`config.mk`:
```
export PLATFORM = sky130hd
export DESIGN_NAME = pulse_fast2slow_tx
export DESIGN_NICKNAME = d
export VERILOG_FILES = /design/src/rtl/pulse_fast2slow_tx.sv
export SDC_FILE = /design/constraint.sdc
export NUM_CORES = 1
export LEC_CHECK = 0
export CORE_MARGIN = 3
export CORE_UTILIZATION = 29
export DETAILED_ROUTE_END_ITERATION = 16
export MAX_ROUTING_LAYER = met4
export PLACE_DENSITY = 0.46
export SETUP_SLACK_MARGIN = 0.15
export SYNTH_ARGS = -nofsm -noshare
export SYNTH_HDL_FRONTEND = slang
export SYNTH_SLANG_ARGS = --single-unit
```
`constraint.sdc`:
```
create_clock -name clk_fast -period 2 [get_ports clk_fast]
set_input_delay 0.4 -clock clk_fast [delete_from_list [all_inputs] [get_ports clk_fast]]
set_output_delay 0.4 -clock clk_fast [all_outputs]
set_load 0.01 [all_outputs]
```
`src/rtl/pulse_fast2slow_tx.sv`:
```
// Fast-domain transmit side of a four-phase req/ack pulse handshake.
// An accepted din pulse raises req until ack returns or the timeout expires, then waits for ack to fall.
module pulse_fast2slow_tx #(
    parameter int unsigned STRETCH_MIN = 4,
    parameter int unsigned TIMEOUT     = 0
) (
    input  logic       clk_fast,
    input  logic       rst,
    input  logic       din,
    input  logic       ack_async,
    output logic       req,
    output logic       busy,
    output logic       done,
    output logic       timeout,
    output logic       drop,
    output logic [7:0] drop_cnt
);

    typedef enum logic [1:0] {
        IDLE     = 2'd0,
        REQ      = 2'd1,
        WAIT_LOW = 2'd2
    } state_t;

    localparam logic [15:0] STRETCH_LAST = 16'(STRETCH_MIN - 1);
    localparam bit          TIMEOUT_EN   = (TIMEOUT != 0);
    localparam logic [15:0] TIMEOUT_LAST = TIMEOUT_EN ? 16'(TIMEOUT - 1) : 16'd0;

    (* ASYNC_REG = "TRUE" *) logic ack_s1;
    (* ASYNC_REG = "TRUE" *) logic ack_s2;

    state_t      state_r;
    state_t      next_state_s;
    logic [15:0] cnt_r;
    logic        timeout_hit_s;
    logic        done_hit_s;
    logic        drop_hit_s;

    // Two-flop synchronizer for the acknowledge level from the slow domain.
    always_ff @(posedge clk_fast or posedge rst) begin
        if (rst) begin
            ack_s1 <= 1'b0;
            ack_s2 <= 1'b0;
        end else begin
            ack_s1 <= ack_async;
            ack_s2 <= ack_s1;
        end
    end

    // Next-state decode; a returned ack takes priority over an expiring timeout.
    always_comb begin
        next_state_s  = state_r;
        timeout_hit_s = 1'b0;
        done_hit_s    = 1'b0;
        drop_hit_s    = 1'b0;
        case (state_r)
            IDLE: begin
                if (din) begin
                    next_state_s = REQ;
                end else begin
                    next_state_s = IDLE;
                end
            end
            REQ: begin
                if (ack_s2 && (cnt_r >= STRETCH_LAST)) begin
                    next_state_s = WAIT_LOW;
                end else if (TIMEOUT_EN && !ack_s2 && (cnt_r == TIMEOUT_LAST)) begin
                    next_state_s  = WAIT_LOW;
                    timeout_hit_s = 1'b1;
                end else begin
                    next_state_s = REQ;
                end
            end
            WAIT_LOW: begin
                if (!ack_s2) begin
                    next_state_s = IDLE;
                    done_hit_s   = 1'b1;
                end else begin
                    next_state_s = WAIT_LOW;
                end
            end
            default: begin
                next_state_s = IDLE;
            end
        endcase
        if (din && (state_r != IDLE)) begin
            drop_hit_s = 1'b1;
        end else begin
            drop_hit_s = 1'b0;
        end
    end

    // State register and stretch/timeout cycle counter (cleared while idle so REQ starts at zero).
    always_ff @(posedge clk_fast or posedge rst) begin
        if (rst) begin
            state_r <= IDLE;
            cnt_r   <= 16'd0;
        end else begin
            state_r <= next_state_s;
            if (state_r == IDLE) begin
                cnt_r <= 16'd0;
            end else if ((state_r == REQ) && (cnt_r != 16'hFFFF)) begin
                cnt_r <= cnt_r + 16'd1;
            end else begin
                cnt_r <= cnt_r;
            end
        end
    end

    // Registered status outputs, all derived from the decoded next state.
    always_ff @(posedge clk_fast or posedge rst) begin
        if (rst) begin
            req      <= 1'b0;
            busy     <= 1'b0;
            done     <= 1'b0;
            timeout  <= 1'b0;
            drop     <= 1'b0;
            drop_cnt <= 8'd0;
        end else begin
            req     <= (next_state_s == REQ);
            busy    <= (next_state_s != IDLE);
            done    <= done_hit_s;
            timeout <= timeout_hit_s;
            drop    <= drop_hit_s;
            if (drop_hit_s && (drop_cnt != 8'hFF)) begin
                drop_cnt <= drop_cnt + 8'd1;
            end else begin
                drop_cnt <= drop_cnt;
            end
        end
    end

endmodule
```
==> results.sh <==
export IMPL_outcome="finished, final reports clean"
export IMPL_seq_power_share_pct=40.5
export IMPL_synth_async_reset_ratio_pct=100.0
export IMPL_htree_levels=2
export IMPL_swShare_pct=35.12
export IMPL_grt_pass1_wl_um=6555
export IMPL_dieArea_um2=6953
export IMPL_whs_ns=0.3481
export IMPL_vias=1372
export IMPL_cts_tree="built"
export IMPL_drt_initial_drc_count=130
export IMPL_avgSynthCellArea_um2=10.22
export IMPL_die_h_um=83.39
export IMPL_p_comb_share_pct=33.9
export IMPL_drive_above_1_share_pct=17.44
export IMPL_finalNetCount=200
export IMPL_viasPerCell=5.139
export IMPL_worst_path_max_fanout=7
export IMPL_period_share_pct=86.06
export IMPL_drt_wl_total_um=3742
export IMPL_clock_sinks=32
export IMPL_instances_no_fill=267
export IMPL_worst_clock_skew_ns=0.01012
export IMPL_drc=0
export IMPL_place_inst=256
export IMPL_io_pins=17
export IMPL_max_vdd_ir_drop_mv=0.5340
export IMPL_cts_resized_gates=0
export IMPL_final_max_slew_viol_count=0
export IMPL_post_route_min_period_ns=1.721
export IMPL_start_kind="flop"
export IMPL_ys_types=49
export IMPL_critical_path_class="reg2reg"
export IMPL_power_density_nw_per_um2=1132
export IMPL_yosys_register_bits=32
export IMPL_fin_util_pct=37.59
export IMPL_rsz0062_at_grt="no"
export IMPL_worst_setup_path_end_kind="flop"
export IMPL_clk_pin_slew_worst_paths_ns=0.07
export IMPL_cts_hold_buffers=0
export IMPL_seq_area_frac_synth_pct=46.11
export IMPL_arrival_ns=1.87
export IMPL_track_usage_pct=11.92
export IMPL_max_freq_ghz=0.5810
export IMPL_cp_data_required_time_ns=2.15
export IMPL_p_int_mw=1.557
export IMPL_synth_edf_count=0
export IMPL_wl_per_cell_um=14.01
export IMPL_portBuffers=15
export IMPL_grt_pass1_vias=1324
export IMPL_globalplace_congestion=0.9110
export IMPL_synth_flop_cell="dfrtp_1"
export IMPL_overflow=0
export IMPL_ff_latch_area_um2=800.8
export IMPL_initial_core_util_pct=30.78
export IMPL_yosys_warnings=0
export IMPL_fillCellCount=542
export IMPL_place_ws_ns=0.2473
export IMPL_cts_root_buf="clkbuf_8"
export IMPL_grt_start_max_net_pins=33
export IMPL_clockPowerShare_pct=25.6
export IMPL_hold_path_class="reg2reg"
export IMPL_synthToLayoutAreaGrowth_pct=22.12
export IMPL_antenna_found_initial=0
export IMPL_synth_area_um2=1737
export IMPL_p_sw_mw=0.8429
export IMPL_finalSetupViolCount=0
export IMPL_rows=27
export IMPL_drtPass1Iterations=4
export IMPL_core_um2=5642
export IMPL_syn_inst=170
export IMPL_ant_nets=0
export IMPL_post_cts_buffers=0
export IMPL_clk_latency_ns=0.29
export IMPL_hpwl_um=2727
export IMPL_multi_input_area_um2=867.1
export IMPL_max_cap_violations=0
export IMPL_hold_viol=0
export IMPL_synth_nets=176
export IMPL_antenna_cells=0
export IMPL_die_x_um=83.39
export IMPL_finalSetupTns_ns=0
export IMPL_cts_buffers=5
export IMPL_final_setup_worst_slack_ns=0.2787
export IMPL_power_leakage_nw=0.8643
export IMPL_clk_path_buf_depth=2
## worst paths after layout
path	from	endpoint	slack [ns]	cells past startpoint
worst max-delay path	cnt_r[1]	cnt_r[11]	0.28	6
worst min-delay path	ack_s1	ack_s2	0.35	0
worst max register to register	cnt_r[1]	cnt_r[11]	0.28	6
worst min register to register	ack_s1	ack_s2	0.35	0
max in group asynchronous	rst	cnt_r[14]	1.20	3
min in group asynchronous	rst	cnt_r[9]	0.50	3
## state kept, by name, summed over array words and instances, names as in the netlist
signal / flops
cnt_r: 16
ack_s1: 1
done: 1
drop_cnt: 8
req: 1
state_r: 2
busy: 1
ack_s2: 1
drop: 1
## per-stage QoR
| stage | total power, mW | cell area (um2) |
|---|---|---|
| floorplan | 1.435 | 1737 |
| global placement | 1.798 | 1991 |
| detailed placement | 1.802 | 1991 |
| CTS | 2.429 | 2098 |
| global route | 2.549 | 2121 |
| finish | 2.400 | 2121 |
## worst max-delay path, stage by stage, from the launching register on
cell	delay, ns
dfrtp_1	0.39
ha_1	0.24
nand3_2	0.19
nor3_4	0.39
buf_4	0.19
nor4b_4	0.04
mux2i_1	0.13
## synthesized netlist by cell type, drive strengths merged (2+ instances only)
master | count | share of area (%)
dfrtp | 32 | 46
nor2 | 9 | 2.1
clkbuf | 3 | 0.65
nand4 | 5 | 2.7
nand2 | 23 | 5.0
or3 | 3 | 1.7
o211ai | 4 | 2.0
a31oi | 2 | 0.72
ha | 2 | 1.4
nor4 | 10 | 5.2
inv | 6 | 1.3
a311oi | 2 | 1.0
o21ai | 5 | 1.4
buf | 6 | 2.0
or4 | 2 | 0.86
mux2i | 6 | 3.5
mux2 | 2 | 1.3
nand3 | 14 | 5.3
xor2 | 6 | 3.0
a31o | 2 | 1.0
a21oi | 5 | 1.7
nor3 | 7 | 2.7
## per-layer routing
layer  vias to the layer above  wire length, um  track usage (%)
met5                         -                0                -
met4                         0               93            5.646
met3                         7              169            3.274
met2                        37             1760            17.13
met1                       660             1718            15.47
li1                        668                -                -
## layout by cell type (no fill, tap or decap), types with 3 or more instances in the layout
cell type	instances
nand2_1	23
buf_4	11
mux2i_1	6
inv_1	6
clkbuf_8	5
clkdlybuf4s50_1	15
o21ai_0	3
dfrtp_1	32
nor4_1	7
xor2_1	6
o211ai_1	3
nor3_1	6
a21oi_1	4
nor2_1	8
nand4_1	4
nand3_1	11
## cells by family after synthesis
| family | count (synthesis) | synth area share (%) |
|---|---|---|
| adder cells (fa/ha/maj) | 2 | 1.441 |
| AO/OA/AOI/OAI | 26 | 11.31 |
| buffers and inverters | 15 | 3.962 |
| AND/OR/NAND/NOR | 79 | 28.68 |
| flip-flops | 32 | 46.11 |
| multiplexers | 8 | 4.755 |
| XOR/XNOR | 7 | 3.530 |
| other | 1 | 0.2159 |
## power groups by stage
stage | combinational [mW] | sequential [mW] | clock, mW
floorplan | 0.470 | 0.965 | 0
global placement | 0.823 | 0.975 | 0
detailed placement | 0.820 | 0.982 | 0
CTS | 0.827 | 0.971 | 0.631
global route | 0.895 | 0.997 | 0.656
finish | 0.813 | 0.972 | 0.615
## layout make-up
| type | instances | area share, % |
|---|---|---|
| multi-input combinational | 123 | 40.89 |
| sequential | 32 | 37.76 |
| timing repair buffer | 26 | 10.97 |
| tap | 72 | 4.248 |
| clock buffer | 6 | 3.422 |
| clock inverter | 2 | 1.652 |
| inverter | 6 | 1.062 |
Note: power is estimated with default switching activity, not from simulation.
